<file path="config.mk">
export PLATFORM = sky130hd
export DESIGN_NAME = fpu_div_ctrl
export DESIGN_NICKNAME = d
export VERILOG_FILES = /design/src/rtl/fpu_div_ctrl.sv
export SDC_FILE = /design/constraint.sdc
export NUM_CORES = 1
export LEC_CHECK = 0
export CAP_MARGIN = 20
export CORE_MARGIN = 2
export CORE_UTILIZATION = 48
export CTS_CLUSTER_DIAMETER = 60
export DETAILED_ROUTE_END_ITERATION = 6
export PLACE_DENSITY = 0.72
export SLEW_MARGIN = 30
export SYNTH_ARGS = -nofsm -noshare
export SYNTH_HDL_FRONTEND = slang
export SYNTH_SLANG_ARGS = --single-unit
</file>
<file path="constraint.sdc">
create_clock -name clk -period 2.25 [get_ports clk]
set_input_delay 0.45 -clock clk [delete_from_list [all_inputs] [get_ports clk]]
set_output_delay 0.45 -clock clk [all_outputs]
set_load 0.05 [all_outputs]
</file>
<file path="src/rtl/fpu_div_ctrl.sv">
// ---------------------------------------------------------------------------
// fpu_div_ctrl
//   Control/datapath wrapper around an external sequential mantissa divider
//   for IEEE-754 single-precision division. Unpacks the operands, resolves
//   special cases (NaN, inf, zero) without touching the divider, otherwise
//   hands the 24-bit mantissas to the divider over a level start/done
//   handshake, normalises the quotient (truncation) and packs the result.
//   Denormal operands are flushed to zero.
//
// Parameters
//   DIV_TIMEOUT   divider watchdog limit in clk cycles (1..1023)
//
// Ports
//   clk           clock, rising edge
//   arst          asynchronous reset, active low
//   start         level request from the FPU sequencer
//   a, b          dividend / divisor (IEEE-754 single)
//   result        packed quotient
//   done          result valid, held until start drops
//   div_by_zero, invalid, overflow, underflow, timeout   status flags
//   div_dividend  24-bit mantissa (hidden bit included) to the divider
//   div_divisor   24-bit mantissa (hidden bit included) to the divider
//   div_start     level request to the divider
//   div_quotient  divider result: floor(dividend*2^23/divisor) mod 2^24
//   div_done      divider result valid
//
// Build option
//   FPU_DIV_TIMEOUT_EN  enables the divider watchdog. Without it the waits on
//                       the divider are unbounded and timeout is tied low.
// ---------------------------------------------------------------------------
module fpu_div_ctrl #(
    parameter int unsigned DIV_TIMEOUT = 255
) (
    input  logic        clk,
    input  logic        arst,
    input  logic        start,
    input  logic [31:0] a,
    input  logic [31:0] b,
    output logic [31:0] result,
    output logic        done,
    output logic        div_by_zero,
    output logic        invalid,
    output logic        overflow,
    output logic        underflow,
    output logic        timeout,
    output logic [23:0] div_dividend,
    output logic [23:0] div_divisor,
    output logic        div_start,
    input  logic [23:0] div_quotient,
    input  logic        div_done
);

    localparam logic [31:0] QNAN = 32'h7FC0_0000;

    if (DIV_TIMEOUT < 1 || DIV_TIMEOUT > 1023) begin : g_bad_timeout
        $error("fpu_div_ctrl: DIV_TIMEOUT must be in 1..1023");
    end

    typedef enum logic [3:0] {
        IDLE,
        UNPACK,
        CLASSIFY,
        DIV_REQ,
        DIV_WAIT,
        DIV_RELEASE,
        NORM,
        PACK,
        DONE
    } state_t;

    state_t r_state, w_next;

    // latched operands
    logic [31:0] r_a, r_b;

    // unpacked fields
    logic        r_sign;
    logic [7:0]  r_ea, r_eb;
    logic [23:0] r_ma, r_mb;
    logic        r_a_zero, r_a_inf, r_a_nan;
    logic        r_b_zero, r_b_inf, r_b_nan;

    // working exponent and quotient
    logic signed [9:0] r_exp;
    logic [23:0]       r_quot;

    // special-case result resolved ahead of PACK
    logic        r_spec;
    logic [31:0] r_spec_res;
    logic        r_spec_inv, r_spec_dbz;

    // output registers
    logic [31:0] r_result;
    logic        r_done;
    logic        r_dbz, r_inv, r_ovf, r_unf;
    logic [23:0] r_div_dividend, r_div_divisor;
    logic        r_div_start;

    logic        w_to_hit;

    // ---------------------------------------------------------------------
    // Special-case classification (from registered operand flags).
    // The chain below is a strict priority order; each term may assume the
    // earlier ones are false.
    // ---------------------------------------------------------------------
    logic        w_any_nan, w_inv, w_dbz, w_inf_res, w_zero_res, w_special;
    logic [31:0] w_spec_res;

    always_comb begin
        w_any_nan  = r_a_nan | r_b_nan;
        w_inv      = (r_a_zero & r_b_zero) | (r_a_inf & r_b_inf);
        // inf/0 is not a divide-by-zero: it falls through to the inf result
        w_dbz      = r_b_zero & ~r_a_zero & ~r_a_inf;
        w_inf_res  = r_a_inf;
        w_zero_res = r_a_zero | r_b_inf;
        w_special  = w_any_nan | w_inv | w_dbz | w_inf_res | w_zero_res;

        w_spec_res = {r_sign, 31'h0};
        if (w_any_nan || w_inv)
            w_spec_res = QNAN;
        else if (w_dbz || w_inf_res)
            w_spec_res = {r_sign, 8'hFF, 23'h0};
    end

    // ---------------------------------------------------------------------
    // Divider watchdog
    // ---------------------------------------------------------------------
`ifdef FPU_DIV_TIMEOUT_EN
    logic [9:0] r_to_cnt;
    logic       r_spec_to;
    logic       r_timeout;

    // r_to_cnt holds the number of wait cycles already completed, so the
    // limit is reached during the DIV_TIMEOUT-th cycle in the wait states.
    assign w_to_hit = ((r_state == DIV_WAIT) || (r_state == DIV_RELEASE)) &&
                      (r_to_cnt == 10'(DIV_TIMEOUT - 1));

    always_ff @(posedge clk or negedge arst) begin
        if (!arst) begin
            r_to_cnt <= '0;
        end else if (w_next == DIV_REQ) begin
            r_to_cnt <= '0;
        end else if ((r_state == DIV_WAIT) || (r_state == DIV_RELEASE)) begin
            r_to_cnt <= r_to_cnt + 10'd1;
        end
    end

    always_ff @(posedge clk or negedge arst) begin
        if (!arst) begin
            r_spec_to <= 1'b0;
            r_timeout <= 1'b0;
        end else begin
            if (r_state == IDLE && start) begin
                r_spec_to <= 1'b0;
                r_timeout <= 1'b0;
            end
            if (w_to_hit)
                r_spec_to <= 1'b1;
            if (r_state == PACK)
                r_timeout <= r_spec_to;
        end
    end

    assign timeout = r_timeout;
`else
    assign w_to_hit = 1'b0;
    assign timeout  = 1'b0;
`endif

    // ---------------------------------------------------------------------
    // FSM
    // ---------------------------------------------------------------------
    always_ff @(posedge clk or negedge arst) begin
        if (!arst)
            r_state <= IDLE;
        else
            r_state <= w_next;
    end

    always_comb begin
        w_next = r_state;
        unique case (r_state)
            IDLE:        if (start) w_next = UNPACK;
            UNPACK:      w_next = CLASSIFY;
            CLASSIFY:    w_next = w_special ? PACK : DIV_REQ;
            DIV_REQ:     w_next = DIV_WAIT;
            DIV_WAIT: begin
                if (w_to_hit)      w_next = PACK;
                else if (div_done) w_next = DIV_RELEASE;
            end
            DIV_RELEASE: begin
                if (w_to_hit)       w_next = PACK;
                else if (!div_done) w_next = NORM;
            end
            NORM:        w_next = PACK;
            PACK:        w_next = DONE;
            // done is only raised one cycle into DONE, so r_done gates the
            // exit: an early-dropped start still yields a single done cycle.
            DONE:        if (r_done && !start) w_next = IDLE;
            default:     w_next = IDLE;
        endcase
    end

    // ---------------------------------------------------------------------
    // Datapath
    // ---------------------------------------------------------------------
    always_ff @(posedge clk or negedge arst) begin
        if (!arst) begin
            r_a            <= '0;
            r_b            <= '0;
            r_sign         <= 1'b0;
            r_ea           <= '0;
            r_eb           <= '0;
            r_ma           <= '0;
            r_mb           <= '0;
            r_a_zero       <= 1'b0;
            r_a_inf        <= 1'b0;
            r_a_nan        <= 1'b0;
            r_b_zero       <= 1'b0;
            r_b_inf        <= 1'b0;
            r_b_nan        <= 1'b0;
            r_exp          <= '0;
            r_quot         <= '0;
            r_spec         <= 1'b0;
            r_spec_res     <= '0;
            r_spec_inv     <= 1'b0;
            r_spec_dbz     <= 1'b0;
            r_result       <= '0;
            r_done         <= 1'b0;
            r_dbz          <= 1'b0;
            r_inv          <= 1'b0;
            r_ovf          <= 1'b0;
            r_unf          <= 1'b0;
            r_div_dividend <= '0;
            r_div_divisor  <= '0;
            r_div_start    <= 1'b0;
        end else begin
            // registered request: high throughout DIV_REQ and DIV_WAIT only
            r_div_start <= (w_next == DIV_REQ) || (w_next == DIV_WAIT);
            r_done      <= 1'b0;

            unique case (r_state)
                IDLE: begin
                    if (start) begin
                        r_a    <= a;
                        r_b    <= b;
                        r_spec <= 1'b0;
                        r_dbz  <= 1'b0;
                        r_inv  <= 1'b0;
                        r_ovf  <= 1'b0;
                        r_unf  <= 1'b0;
                    end
                end
                UNPACK: begin
                    r_sign   <= r_a[31] ^ r_b[31];
                    r_ea     <= r_a[30:23];
                    r_eb     <= r_b[30:23];
                    r_ma     <= (r_a[30:23] == 8'h00) ? 24'h0 : {1'b1, r_a[22:0]};
                    r_mb     <= (r_b[30:23] == 8'h00) ? 24'h0 : {1'b1, r_b[22:0]};
                    r_a_zero <= (r_a[30:23] == 8'h00);
                    r_b_zero <= (r_b[30:23] == 8'h00);
                    r_a_inf  <= (r_a[30:23] == 8'hFF) && (r_a[22:0] == 23'h0);
                    r_b_inf  <= (r_b[30:23] == 8'hFF) && (r_b[22:0] == 23'h0);
                    r_a_nan  <= (r_a[30:23] == 8'hFF) && (r_a[22:0] != 23'h0);
                    r_b_nan  <= (r_b[30:23] == 8'hFF) && (r_b[22:0] != 23'h0);
                end
                CLASSIFY: begin
                    if (w_special) begin
                        r_spec     <= 1'b1;
                        r_spec_res <= w_spec_res;
                        r_spec_inv <= ~w_any_nan & w_inv;
                        r_spec_dbz <= ~w_any_nan & ~w_inv & w_dbz;
                    end else begin
                        r_exp          <= $signed({2'b00, r_ea}) - $signed({2'b00, r_eb})
                                          + 10'sd127;
                        r_div_dividend <= r_ma;
                        r_div_divisor  <= r_mb;
                    end
                end
                DIV_WAIT, DIV_RELEASE: begin
                    if (w_to_hit) begin
                        r_spec     <= 1'b1;
                        r_spec_res <= QNAN;
                        r_spec_inv <= 1'b0;
                        r_spec_dbz <= 1'b0;
                    end else if (r_state == DIV_WAIT && div_done) begin
                        r_quot <= div_quotient;
                    end
                end
                NORM: begin
                    // operands in [1,2) give a quotient in (0.5,2): at most
                    // one left shift is needed
                    if (!r_quot[23]) begin
                        r_quot <= {r_quot[22:0], 1'b0};
                        r_exp  <= r_exp - 10'sd1;
                    end
                end
                PACK: begin
                    if (r_spec) begin
                        r_result <= r_spec_res;
                        r_inv    <= r_spec_inv;
                        r_dbz    <= r_spec_dbz;
                    end else if (r_exp >= 10'sd255) begin
                        r_result <= {r_sign, 8'hFF, 23'h0};
                        r_ovf    <= 1'b1;
                    end else if (r_exp <= 10'sd0) begin
                        r_result <= {r_sign, 31'h0};
                        r_unf    <= 1'b1;
                    end else begin
                        r_result <= {r_sign, r_exp[7:0], r_quot[22:0]};
                    end
                end
                DONE: begin
                    r_done <= ~(r_done & ~start);
                end
                default: ;
            endcase
        end
    end

    assign result       = r_result;
    assign done         = r_done;
    assign div_by_zero  = r_dbz;
    assign invalid      = r_inv;
    assign overflow     = r_ovf;
    assign underflow    = r_unf;
    assign div_dividend = r_div_dividend;
    assign div_divisor  = r_div_divisor;
    assign div_start    = r_div_start;

endmodule

</file>
=== Word-level counts from Yosys, hierarchy flattened ===
Cells that the tools add are included.

* $add $sub $neg: 3
* Magnitude comparators: 2
* Equality and inequality tests: 22
* Muxes and demuxes: 34
* Bitwise logic cells: 23
* Reductions and logical operators: 32

{| class="wikitable"
|+ Operators by type and width
! kind !! count
|-
| two-way mux 24 bit || 4
|-
| two-way mux 31 bit || 3
|-
| two-way mux 32 bit || 2
|-
| case mux 24 bit (2 select lines) || 1
|-
| zero test 23 bit || 2
|-
| nonzero test 23 bit || 2
|-
| case mux 4 bit (9 select lines) || 1
|-
| == test 4 x 3 -> 1 bit (second input constant) || 5
|-
| two-way mux 10 bit || 2
|-
| != test 2 bit (second input constant) || 10
|-
| case mux 10 bit (2 select lines) || 1
|-
| == test 8 bit (second input constant) || 2
|-
| zero test 8 bit || 2
|-
| two-way mux 4 bit || 4
|-
| == test 4 x 2 -> 1 bit (second input constant) || 3
|-
| AND reduction 3 bit || 4
|-
| adder 9 x 8 -> 10 bit (second input constant) || 1
|-
| greater-or-equal comparator 10 x 9 -> 1 bit (second input constant) || 1
|-
| <= comparator 10 x 1 -> 1 bit (second input constant) || 1
|-
| two-way mux 1 bit || 10
|-
| case mux 1 bit (2 select lines) || 5
|-
| subtractor 10 x 2 -> 10 bit (second input constant) || 1
|-
| subtractor 8 x 8 -> 9 bit || 1
|-
| bitwise AND 1 bit || 8
|-
| 15 further kinds || 40
|}

* Flip-flop bits (word level): 294
* Bits of input ports: 92

=== Depth between registers and ports, before layout ===
* Depth after elaboration: 10
* Depth in mapped cells: 10
* Depth with buffers taken out: 10

=== Worst setup path before layout ===
Ideal clock, no wire load.

* Kind: reg2reg
* Start point: register r_ea[3]
* End point: register r_exp[9]
* Setup time: 92 ps
* Arrival time: 2019 ps
* Required time: 2158 ps
* Path slack: 138 ps
* Cell stages (with the launch flop): 10
* Path buffers: 1
* Clock period less this slack: 2112 ps
* Cells stage by stage: dfrtp_1 ha_1 buf_6 and2_1 o21ai_1 a211oi_1 a311oi_4 nand3_2 maj3_2 o31ai_2

* Word-level cells in the longest chain between the ends: 4

{| class="wikitable"
|+ RTL lines
! item !! RTL line !! source
|-
| start, declared || 78 || <nowiki>logic [7:0] r_ea, r_eb;</nowiki>
|-
| start signal, assigned || 256 || <nowiki>r_ea <= r_a[30:23];</nowiki>
|-
| subtractor 8 x 8 -> 9 bit || 274 || <nowiki>r_exp <= $signed({2'b00, r_ea}) - $signed({2'b00, r_eb})</nowiki>
|-
| adder 9 x 8 -> 10 bit || 275 || <nowiki>+ 10'sd127;</nowiki>
|-
| two-way mux 10 bit || 268 || <nowiki>if (w_special) begin</nowiki>
|-
| case mux 10 bit (2 select lines) || 242 || <nowiki>unique case (r_state)</nowiki>
|-
| end signal, assigned || 274 ||
|-
| end signal, assigned || 295 || <nowiki>r_exp <= r_exp - 10'sd1;</nowiki>
|-
| end, declared || 84 || <nowiki>logic signed [9:0] r_exp;</nowiki>
|}

Every way passes these cells. The select of a mux whose other input is x is not followed.
A chain may end at the register's enable or synchronous reset.

=== Worst setup path after layout ===
* Start point: register r_ea[1]
* End point: register r_exp[9]

The elaborated chain is that of the path after synthesis.

==> flow_summary.yaml <==
run_status:
  status: "complete, no violations"
power:
  seqPwrFrac_pct: 35.4
  combPwrFrac_pct: 44.4
  p_int_mw: 14.8
  vdd_drop_max_uv: 817
  switchingPower_mw: 9.35
  clkPwrFrac_pct: 20.1
  leakagePower_nw: 6.39
  cellPowerDensity_mw_per_mm2: 1670
  switching_share_pct: 38.6
layout:
  n_antenna_cell: 0
  seq_area_mm2: 0.00663
  fillCellCount: 1731
  drive_gt1_share_pct: 21.0
  multiInputGateArea_mm2: 0.00422
  finish.utilization_pct: 64.0
  fin_nets: 1192
  syn_to_final_growth_pct: 31.0
die:
  ios: 179
  start_util_pct: 48.9
  dieHeight_um: 156
  die_area_mm2: 0.0243
  die_x_um: 156
  rows: 55
  fp.coreArea_mm2: 0.0226
worst_setup_path:
  arrival_ps: 2660
  reg2reg_depth: 8
  worstSetupStartpointType: "flop"
  critPathRequiredTime_ps: 2690
  worst_setup_path_end_kind: "flop"
  worstPathMaxFanout: 5
  worstSetupPathType: "reg -> reg"
timing:
  rsz0062_at_grt: "true"
  finalHoldViolCount: 0
  fin_crit_ps: 2220
  setup_viol: 0
  tightestPinTransition_ps: 709
  maxSlewHeadroom_pct: 52.7
  fmax_mhz: 451
  maxSlewViolCount: 0
  finClkSkew_ps: 16.3
  worst_slack_ps: 30.3
  min_period_over_period_pct: 98.7
  holdWs_ps: 457
min_path:
  hp-class: "reg -> reg"
  whs_path_depth: 1
synth:
  synth_area_per_cell_um2: 12.5
  synth_cell_types: 62
  syn_nets: 990
  yosys_warnings: 0
  postSynthCellCount: 885
  synth-async-reset-ratio_pct: 100
  syn-cell-area_mm2: 0.0111
  yosysSeqAreaShare_pct: 59.9
  post-synth-top-count-cell: "dfrtp_1"
  ys.flop_type: "dfrtp_1"
  synth_edf_count: 0
  synth_area_leader_cell: "dfrtp_1"
  synth_common_cells: "265 x dfrtp_1, 118 x mux2_2, 79 x nor2_1"
  ys_top_cells_by_area: "dfrtp_1 60%, mux2_2 12%, a22o_1 5.5%"
  synth_top_area_share_pct: 59.9
  ys_ff_latch: 265
global_route:
  grt_max_degree: 70
  grt_antenna_before_repair: 1
  grt_overflow_total: 0
  grt_pass1_vias: 8037
  grt_pass1_wl_um: 40600
  global_route.usage.total_pct: 20.7
cts:
  clk_latency_ps: 540
  cts_sinks: 265
  clockBufferDepth: 3
  cts_tree: "done"
  path_clk_slew_ps: 60
  h-tree-depth: 1
  cts_root_buf: "clkbuf_16"
  numCtsBuffers: 28
drt:
  drtIter0Drc: 393
  drc_errors: 0
  drt-wirelength-per-cell_um: 17.5
  viasPerCell: 5.49
  first_pass_iters: 4
  antenna_left: 0
  finalWirelength_um: 24400
  vias: 7651
place:
  place.gp.congestion: 0.827
  dpl.hpwl_um: 16900
  port_buffers: 177
  dp_worst_setup_slack_ps: 7.56
run:
  cap_violations: 0
power groups by stage:
stage                     logic [mW]  clock network [mW]  registers (mW)
final                           10.8                4.87            8.57
after detailed placement        10.4                   0            8.62
after CTS                       10.6                4.98            8.56
after global placement          10.2                   0            8.56
after global routing            11.7                5.22            8.87
after floorplan                 5.61                   0            10.2
critical path: stages, from the launching register on:
cell and delay (ps):
dfrtp_1 410, ha_4 300, nor2b_4 200, o21a_4 170, a21oi_4 70, a311oi_4 380
nand3_2 130, maj3_2 320, o31ai_2 160
path summary, 6_finish.rpt:
kind | slack (ps) | startpoint | end
min in group asynchronous | 480 | arst | r_ea[0]
setup reg to reg | 30 | r_ea[1] | r_exp[9]
setup / recovery | 30 | r_ea[1] | r_exp[9]
hold reg to reg | 460 | done | done
hold / removal | 460 | done | done
max in group asynchronous | 1110 | arst | result[8]
cell usage in the layout, fill, tap and decap left out, drive strengths merged, types with 6 or more instances in the layout:
| cell | n |
|---|---|
| dfrtp | 265 |
| clkdlybuf4s50 | 173 |
| mux2 | 131 |
| nor2 | 79 |
| a22o | 70 |
| buf | 42 |
| o21ai | 40 |
| clkbuf | 40 |
| nand2 | 36 |
| a21oi | 35 |
| o22ai | 23 |
| inv | 19 |
| nor4 | 17 |
| nor3 | 15 |
| nand3 | 14 |
| ha | 13 |
| nand4 | 9 |
| nand2b | 7 |
| clkinv | 7 |
| a21o | 6 |
| xnor2 | 6 |
per-stage QoR:
stage	std cells	power, mW	TNS, ps	cell area, µm²
6_report	1393	24.2	0	14500
3_3_place_gp	1336	18.7	0	13400
2_1_floorplan	885	15.8	0	11100
5_1_grt	1393	25.8	-167	14500
4_1_cts	1390	24.1	0	14400
3_5_place_dp	1336	19.0	0	13400
per-layer routing:
| layer | vias up | GRT usage, % | wire, µm |
|---|---|---|---|
| met5 | - | 0 | 13 |
| met3 | 31 | 4.92 | 1480 |
| met4 | 2 | 4.46 | 407 |
| met1 | 3839 | 27.6 | 10900 |
| met2 | 171 | 34.7 | 11700 |
| li1 | 3608 | - | - |
layout make-up:
class | count | share of cell area, %
repair buffers | 219 | 15.3
clock inverters | 11 | 1.10
multi-input cells | 554 | 29.1
inverters | 19 | 0.492
well taps | 285 | 2.46
clock buffers | 40 | 5.84
flip-flops and latches | 265 | 45.7
flip-flops by register name (all words and copies together) (netlist names), 3 cells and up:
| signal | flops |
|---|---|
| r_mb | 24 |
| r_spec_res | 3 |
| div_dividend | 24 |
| r_quot | 24 |
| r_ea | 8 |
| r_a | 32 |
| r_exp | 10 |
| r_eb | 8 |
| r_b | 32 |
| div_divisor | 24 |
| result | 32 |
| r_ma | 24 |
| r_state | 4 |
logic make-up after synthesis:
family | count (synthesis) | share of synthesized area [%]
buffers and inverters | 66 | 2.61
adders and majority gates | 14 | 1.57
muxes | 134 | 13.6
other | 1 | 0.0339
DFF | 265 | 59.9
and+or+nand+nor | 199 | 8.77
xor gates and xnor gates | 10 | 0.859
AOI/OAI and AO/OA | 196 | 12.6
repair_timing:
| item | CTS | global route |
|---|---|---|
| pin swaps | 1 | 2 |
| hold endpoints to repair | 59 | 0 |
| gates resized for setup | 1 | 12 |
| setup endpoints to repair | 1 | 18 |
| hold buffers | 1 | 0 |
| setup buffers | 2 | 3 |
Power figures use the tool's default switching activity.
